## src/rtl/alu_pkg.sv

```systemverilog
// Shared types and constants for the alu issue/retire slice.
// Optional accumulator feature is selected with ALU_ACC_EN.
package alu_pkg;

   localparam int ALU_WIDTH = 4;
   localparam int ALU_CMD_W = 3;

   localparam logic [2:0] CMD_NOP = 3'b000;
   localparam logic [2:0] CMD_ADD = 3'b001;
   localparam logic [2:0] CMD_SUB = 3'b010;
   localparam logic [2:0] CMD_AND = 3'b011;
   localparam logic [2:0] CMD_OR  = 3'b100;
   localparam logic [2:0] CMD_XOR = 3'b101;
   localparam logic [2:0] CMD_SHL = 3'b110;
   localparam logic [2:0] CMD_SHR = 3'b111;

   typedef enum logic [1:0] {
      IDLE,
      EXEC,
      STALL
   } x_state_e;

endpackage

```

## src/rtl/alu_issue_if.sv

```systemverilog
// Issue-side and result-side handshake bundle for alu_issue_ctrl.
// in_acc exists only when ALU_ACC_EN is defined.
interface alu_issue_if #(
   parameter int WIDTH = 4,
   parameter int CMD_W = 3,
   parameter int DEPTH = 2
);

   logic                     in_valid;
   logic                     in_ready;
   logic [WIDTH-1:0]         in_a;
   logic [WIDTH-1:0]         in_b;
   logic [CMD_W-1:0]         in_cmd;
`ifdef ALU_ACC_EN
   logic                     in_acc;
`endif
   logic                     out_valid;
   logic                     out_ready;
   logic [WIDTH-1:0]         out_res;
   logic [CMD_W-1:0]         out_cmd;
   logic [$clog2(DEPTH):0]   out_count;

   modport master (
`ifdef ALU_ACC_EN
      output in_acc,
`endif
      output in_valid, in_a, in_b, in_cmd, out_ready,
      input  in_ready, out_valid, out_res, out_cmd, out_count
   );

   modport slave (
`ifdef ALU_ACC_EN
      input  in_acc,
`endif
      input  in_valid, in_a, in_b, in_cmd, out_ready,
      output in_ready, out_valid, out_res, out_cmd, out_count
   );

endinterface

```

## src/rtl/alu.sv

```systemverilog
// Combinational ALU: add/sub/logic ops and shifts by b[1:0].
// NOP yields zero; the result wraps at WIDTH bits.
module alu
   import alu_pkg::*;
#(
   parameter int WIDTH = ALU_WIDTH,
   parameter int CMD_W = ALU_CMD_W
) (
   input  logic [WIDTH-1:0] a,
   input  logic [WIDTH-1:0] b,
   input  logic [CMD_W-1:0] cmd,
   output logic [WIDTH-1:0] res
);

   always_comb begin
      res = '0;
      unique case (cmd)
         CMD_ADD: res = a + b;
         CMD_SUB: res = a - b;
         CMD_AND: res = a & b;
         CMD_OR:  res = a | b;
         CMD_XOR: res = a ^ b;
         CMD_SHL: res = a << b[1:0];
         CMD_SHR: res = a >> b[1:0];
         default: res = '0;
      endcase
   end

endmodule

```

## src/rtl/alu_result_fifo.sv

```systemverilog
// Circular result FIFO; push and pop together when full keeps occupancy.
// Storage resets to zero so the head reads zero out of reset.
module alu_result_fifo #(
   parameter int WIDTH = 4,
   parameter int CMD_W = 3,
   parameter int DEPTH = 2
) (
   input  logic                     clk,
   input  logic                     rst,
   input  logic                     push,
   input  logic                     pop,
   input  logic [WIDTH-1:0]         push_res,
   input  logic [CMD_W-1:0]         push_cmd,
   output logic [WIDTH-1:0]         head_res,
   output logic [CMD_W-1:0]         head_cmd,
   output logic                     full,
   output logic                     empty,
   output logic [$clog2(DEPTH):0]   count
);

   localparam int AW = $clog2(DEPTH);
   localparam int CW = AW + 1;

   logic [WIDTH-1:0] res_q [DEPTH];
   logic [CMD_W-1:0] cmd_q [DEPTH];
   logic [AW-1:0]    wr_ptr;
   logic [AW-1:0]    rd_ptr;
   logic [CW-1:0]    cnt_q;

   assign full     = (cnt_q == CW'(DEPTH));
   assign empty    = (cnt_q == '0);
   assign count    = cnt_q;
   assign head_res = res_q[rd_ptr];
   assign head_cmd = cmd_q[rd_ptr];

   // Pointers wrap naturally since DEPTH is a power of two.
   always_ff @(posedge clk or posedge rst) begin
      if (rst) begin
         wr_ptr <= '0;
         rd_ptr <= '0;
         cnt_q  <= '0;
         for (int i = 0; i < DEPTH; i++) begin
            res_q[i] <= '0;
            cmd_q[i] <= '0;
         end
      end else begin
         if (push) begin
            res_q[wr_ptr] <= push_res;
            cmd_q[wr_ptr] <= push_cmd;
            wr_ptr        <= wr_ptr + AW'(1);
         end
         if (pop) begin
            rd_ptr <= rd_ptr + AW'(1);
         end
         unique case ({push, pop})
            2'b10:   cnt_q <= cnt_q + CW'(1);
            2'b01:   cnt_q <= cnt_q - CW'(1);
            default: cnt_q <= cnt_q;
         endcase
      end
   end

endmodule

```

## src/rtl/alu_issue_ctrl.sv

```systemverilog
// Issue/retire stage around alu with a result FIFO.
// Define ALU_ACC_EN to add the in_acc operand-a accumulator.
module alu_issue_ctrl
   import alu_pkg::*;
#(
   parameter int WIDTH = ALU_WIDTH,
   parameter int CMD_W = ALU_CMD_W,
   parameter int DEPTH = 2
) (
   input  logic      clk,
   input  logic      rst,
   alu_issue_if.slave bus
);

   x_state_e         state_q;
   x_state_e         state_d;
   logic             x_valid;
   logic [WIDTH-1:0] x_a;
   logic [WIDTH-1:0] x_b;
   logic [CMD_W-1:0] x_cmd;
   logic [WIDTH-1:0] op_a;
   logic [WIDTH-1:0] alu_res;
   logic             x_nop;
   logic             x_retire;
   logic             accept;
   logic             push;
   logic             pop;
   logic             fifo_full;
   logic             fifo_empty;

   assign x_valid  = (state_q != IDLE);
   assign x_nop    = (x_cmd == CMD_W'(CMD_NOP));
   assign pop      = bus.out_valid && bus.out_ready;
   assign x_retire = x_valid && (x_nop || !fifo_full || pop);
   assign push     = x_retire && !x_nop;
   assign accept   = bus.in_valid && bus.in_ready;

   assign bus.in_ready  = !x_valid || x_retire;
   assign bus.out_valid = !fifo_empty;

   always_ff @(posedge clk or posedge rst) begin
      if (rst) state_q <= IDLE;
      else     state_q <= state_d;
   end

   always_comb begin
      state_d = state_q;
      unique case (state_q)
         IDLE: begin
            if (accept) state_d = EXEC;
         end
         EXEC, STALL: begin
            if (accept)         state_d = EXEC;
            else if (!x_retire) state_d = STALL;
            else                state_d = IDLE;
         end
         default: state_d = IDLE;
      endcase
   end

   always_ff @(posedge clk or posedge rst) begin
      if (rst) begin
         x_a   <= '0;
         x_b   <= '0;
         x_cmd <= '0;
      end else if (accept) begin
         x_a   <= bus.in_a;
         x_b   <= bus.in_b;
         x_cmd <= bus.in_cmd;
      end
   end

`ifdef ALU_ACC_EN
   logic             x_acc;
   logic [WIDTH-1:0] acc_q;

   // Retire is in order, so acc_q is always the last non-NOP result.
   always_ff @(posedge clk or posedge rst) begin
      if (rst) begin
         x_acc <= 1'b0;
         acc_q <= '0;
      end else begin
         if (accept) x_acc <= bus.in_acc;
         if (push)   acc_q <= alu_res;
      end
   end

   assign op_a = x_acc ? acc_q : x_a;
`else
   assign op_a = x_a;
`endif

   alu #(
      .WIDTH (WIDTH),
      .CMD_W (CMD_W)
   ) u_alu (
      .a   (op_a),
      .b   (x_b),
      .cmd (x_cmd),
      .res (alu_res)
   );

   alu_result_fifo #(
      .WIDTH (WIDTH),
      .CMD_W (CMD_W),
      .DEPTH (DEPTH)
   ) u_fifo (
      .clk      (clk),
      .rst      (rst),
      .push     (push),
      .pop      (pop),
      .push_res (alu_res),
      .push_cmd (x_cmd),
      .head_res (bus.out_res),
      .head_cmd (bus.out_cmd),
      .full     (fifo_full),
      .empty    (fifo_empty),
      .count    (bus.out_count)
   );

endmodule

```

## src/flat_wrapper.sv

```systemverilog
// flat-port wrapper written by rule: the top's interface ports become plain ports
module alu_issue_ctrl_flat import alu_pkg::*;
#(
   parameter int WIDTH = ALU_WIDTH,
   parameter int CMD_W = ALU_CMD_W,
   parameter int DEPTH = 2
)
  (clk, rst, bus_in_valid, bus_in_a, bus_in_b, bus_in_cmd, bus_out_ready, bus_in_ready, bus_out_valid, bus_out_res, bus_out_cmd, bus_out_count);
  alu_issue_if #(.WIDTH(WIDTH), .CMD_W(CMD_W), .DEPTH(DEPTH)) bus_i ();
  input  logic clk;
  input  logic rst;
  input wire logic [$bits(bus_i.in_valid)-1:0] bus_in_valid;
  input wire logic [$bits(bus_i.in_a)-1:0] bus_in_a;
  input wire logic [$bits(bus_i.in_b)-1:0] bus_in_b;
  input wire logic [$bits(bus_i.in_cmd)-1:0] bus_in_cmd;
  input wire logic [$bits(bus_i.out_ready)-1:0] bus_out_ready;
  output wire logic [$bits(bus_i.in_ready)-1:0] bus_in_ready;
  output wire logic [$bits(bus_i.out_valid)-1:0] bus_out_valid;
  output wire logic [$bits(bus_i.out_res)-1:0] bus_out_res;
  output wire logic [$bits(bus_i.out_cmd)-1:0] bus_out_cmd;
  output wire logic [$bits(bus_i.out_count)-1:0] bus_out_count;
  assign bus_i.in_valid = bus_in_valid;
  assign bus_i.in_a = bus_in_a;
  assign bus_i.in_b = bus_in_b;
  assign bus_i.in_cmd = bus_in_cmd;
  assign bus_i.out_ready = bus_out_ready;
  assign bus_in_ready = bus_i.in_ready;
  assign bus_out_valid = bus_i.out_valid;
  assign bus_out_res = bus_i.out_res;
  assign bus_out_cmd = bus_i.out_cmd;
  assign bus_out_count = bus_i.out_count;
  alu_issue_ctrl #(.WIDTH(WIDTH), .CMD_W(CMD_W), .DEPTH(DEPTH)) u_core (.clk(clk), .rst(rst), .bus(bus_i));
endmodule
```

## config.mk

```make
export PLATFORM = sky130hd
export DESIGN_NAME = alu_issue_ctrl_flat
export DESIGN_NICKNAME = d
export VERILOG_FILES = /design/src/rtl/alu_pkg.sv /design/src/rtl/alu_issue_if.sv /design/src/rtl/alu.sv /design/src/rtl/alu_result_fifo.sv /design/src/rtl/alu_issue_ctrl.sv /design/src/flat_wrapper.sv
export SDC_FILE = /design/constraint.sdc
export NUM_CORES = 1
export LEC_CHECK = 0
export CAP_MARGIN = 30
export CORE_ASPECT_RATIO = 1.75
export CORE_MARGIN = 3
export CORE_UTILIZATION = 30
export DETAILED_ROUTE_END_ITERATION = 10
export PLACE_DENSITY_LB_ADDON = 0.2
export SKIP_LAST_GASP = 1
export SYNTH_ARGS = -nofsm -noshare
export SYNTH_HDL_FRONTEND = slang
export SYNTH_SLANG_ARGS = --single-unit
export TNS_END_PERCENT = 10
```

## constraint.sdc

```tcl
create_clock -name clk -period 2.9 [get_ports clk]
set_clock_uncertainty 0.05 [all_clocks]
set_input_delay 0.435 -clock clk [delete_from_list [all_inputs] [get_ports clk]]
set_output_delay 0.435 -clock clk [all_outputs]
set_load 0.02 [all_outputs]
```

==> results.py <==
metrics = {
    "global_route": {
        "gr-total-overflow": 0,
        "grt_usage_pct": 11.6,
        "grt_start_max_net_pins": 32,
        "first_global_vias": 1480,
        "antenna_found_initial": 0,
        "grt_first_pass_wirelength_mm": 7.22,
    },
    "yosys": {
        "netlist_area_sq_mm": 0.00209,
        "synth_ff_type": "dfrtp_1",
        "synthArstFlopShare_pct": 100,
        "syn_inst": 191,
        "syn_area_per_cell_sq_um": 10.9,
        "ys_types": 47,
        "synth_top_family_by_area": "multiplexers",
        "synthAdderAreaFrac_pct": 10.6,
        "synthMuxAreaShare_pct": 19.4,
        "synth-seq-cells": 31,
        "ys_seq_area_share_pct": 37.2,
        "synth.yosys.warnings": 0,
        "synth-compound-area-share_pct": 9.72,
        "synth_xor_area_share_pct": 3.78,
        "synthSimpleGateAreaFrac_pct": 13.7,
        "synth_nets": 223,
        "synth_edf_count": 0,
    },
    "clocking": {
        "cts.path.max_buffers": 2,
        "cts_buffers": 5,
        "clk_pin_slew_ps": 50,
        "clockRootBuffer": "clkbuf_16",
        "holdBufCountCts": 0,
        "cts_resized": 0,
        "clock_latency_ps": 270,
        "cts_tree": "done",
        "h-tree-depth": 2,
        "clock-sinks": 31,
        "post_cts_buffers": 0,
    },
    "power_and_ir_drop": {
        "intPower_w": 0.00167,
        "p_per_area_mw_per_mm2": 1020,
        "p_leak_nw": 1.12,
        "p_sw_share_pct": 36.6,
        "p_seq_share_pct": 28.7,
        "totalPowerFinal_w": 0.00263,
        "switchingPower_w": 0.000963,
        "combPwrFrac_pct": 51.9,
        "clkPwrFrac_pct": 19.4,
        "ir_worst_vdd_uv": 338,
    },
    "timing": {
        "maxSlewViolCount": 0,
        "fin_setup_tns_ps": 0,
        "fin_crit_ps": 2500,
        "fmax_ghz": 0.401,
        "fin_crit_sh_pct": 86.1,
        "hold_viol": 0,
        "relSlewSlack_pct": 59.2,
        "setup_viol": 0,
        "setup_slack_ps": 403,
        "worst_pin_slew_ps": 608,
        "rsz0062_at_grt": "false",
    },
    "worst_setup_path": {
        "path_max_fanout": 6,
        "cp_common_cell": "mux2_2",
        "worst_setup_path_start_kind": "register",
        "crit_path_cell_trace": "inv_1 > ha_1 > mux2_2 > fa_1 > nor2_1 > o21a_1 > o21ai_1 > o221ai_1 > mux2_2",
        "max_stage_delay_ps": 500,
        "arrival_ps": 2610,
        "critPathKind": "reg -> reg",
        "crit_slowest_cell": "fa_1",
        "crit_required_ps": 3010,
        "path_delay_family": "adder cells",
        "cp_num_buf_inv": 1,
        "endpoint_kind": "register",
    },
    "finish": {
        "final_net_count": 253,
        "fin_area_sq_mm": 0.00257,
        "n_antenna_cell": 0,
        "drive_gt1_share_pct": 22.6,
        "utilization_pct": 38.8,
        "final_common_cell": "dfrtp_1",
        "layout_common_cells": "31 x dfrtp_1, 25 x clkdlybuf4s50_1, 21 x mux2_2, 16 x ha_1, 14 x inv_1",
        "area_delta_synth_final_pct": 23.4,
        "nFillCells": 671,
    },
    "drt": {
        "wl_per_cell_microns": 14.4,
        "avgViaCountPerCell": 4.77,
        "final_antenna_net_count": 0,
        "vias": 1445,
        "drt_pre_antenna_iters": 4,
        "wl_mm": 4.35,
        "drt_iter0_drc": 35,
        "drc": 0,
    },
    "placed_design": {
        "placed_cell_area_sq_mm": 0.00243,
        "dp_hpwl_mm": 3.37,
        "place.gp.congestion": 0.841,
        "pre_cts_ws_ps": 393,
        "port_buffers": 25,
    },
    "die": {
        "pin_count": 26,
        "die_h_microns": 116,
        "start_util_pct": 31.4,
        "fp.dieArea_sq_mm": 0.00803,
        "die_width_microns": 69.0,
        "design.core.area_sq_mm": 0.00664,
        "rows": 39,
    },
    "job": {
        "maxCapViolCount": 0,
    },
    "run_status": {
        "outcome": "complete, no violations",
    },
    "hold_path": {
        "hp-class": "reg -> reg",
    },
}
[flip-flops by register name, summed over array words and instances (netlist names)]
signal,flops
u_core.u_fifo.res_q,8
u_core.u_fifo.wr_ptr,1
u_core.state_q,2
u_core.op_a,4
u_core.u_fifo.count,2
u_core.u_fifo.rd_ptr,1
u_core.x_cmd,3
u_core.x_b,4
u_core.u_fifo.cmd_q,6
[final timing paths]
path	from	end	slack (ps)	cells past startpoint
min in group asynchronous	rst	u_core.state_q[1]$_DFFE_PP0P_	490	3
hold / removal	u_core.u_fifo.res_q[6]$_DFFE_PP0P_	u_core.u_fifo.res_q[6]$_DFFE_PP0P_	450	1
setup / recovery	u_core.x_b[0]$_DFFE_PP0P_	u_core.u_fifo.res_q[5]$_DFFE_PP0P_	400	9
max in group asynchronous	rst	u_core.x_cmd[1]$_DFFE_PP0P_	2020	3
hold reg to reg	u_core.u_fifo.res_q[6]$_DFFE_PP0P_	u_core.u_fifo.res_q[6]$_DFFE_PP0P_	450	1
setup reg to reg	u_core.x_b[0]$_DFFE_PP0P_	u_core.u_fifo.res_q[5]$_DFFE_PP0P_	400	9
[final cells by class]
class	instances	area (sq um)	share of cell area, %
clock buffer	6	139	5.40
clock inverter	1	5.00	0.194
inverter	15	56.3	2.19
multi-input combinational	136	1190	46.3
sequential	31	776	30.1
tap	82	103	3.99
timing repair buffer	32	303	11.8
[metrics by stage]
step	hold slack, ps	instances
after floorplan	426	191
after global placement	436	296
after detailed placement	442	296
after CTS	454	303
after global routing	467	303
final	450	303
[metal layers]
metal	vias to the layer above	part of all wire, %	GRT usage [%]
li1	725	-	-
met1	679	41	12.7
met2	29	53	20.5
met3	12	3.0	2.50
met4	0	3.9	6.91
met5	-	0	0
[power by group through the flow]
| stage | clock [W] | combinational (W) | sequential, W |
|---|---|---|---|
| after detailed placement | 0 | 0.00138 | 0.000765 |
| after floorplan | 0 | 0.00102 | 0.000734 |
| after global placement | 0 | 0.00138 | 0.000760 |
| after CTS | 0.000528 | 0.00139 | 0.000759 |
| after global routing | 0.000552 | 0.00150 | 0.000782 |
| final | 0.000512 | 0.00137 | 0.000755 |
[cells in the mapped netlist, types with 2 or more instances]
master    count  area share, %
a21oi_1       5            1.2
a31oi_1       5            1.5
and2_1        4            1.2
buf_2         4           0.96
buf_4         2           0.72
buf_6         2            1.1
dfrtp_1      31             37
ha_1         16            9.6
inv_1        14            2.5
mux2_1        6            3.2
mux2_2       21             11
mux2_4        6            4.3
nand2_1      10            1.8
nand2_2       2           0.60
nand2b_1      3           0.90
nand3b_1      2           0.72
nor2_1       10            1.8
nor2b_1       3           0.90
nor3_1        2           0.48
nor3_2        2           0.96
nor3b_1       2           0.72
o211ai_1      2           0.72
o21ai_0       4           0.96
o221ai_1      2           0.84
o22ai_1       2           0.60
xnor2_1       4            1.7
xor2_1        5            2.1
[worst reg2reg max path, cell delays in order, from the launching register on]
cell	delay, ps
dfrtp_1	370
inv_1	160
ha_1	250
mux2_2	290
fa_1	500
nor2_1	50
o21a_1	180
o21ai_1	120
o221ai_1	130
mux2_2	280
[kinds of logic (layout without fill, tap and decap cells)]
kind of cell	Yosys count	after routing
compound gates	30	30
xor+xnor	9	9
fa+ha+maj	17	17
buf+inv	24	54
flops	31	31
mux	34	34
simple gates	46	46
No activity file was read; power rests on OpenSTA's default activity.
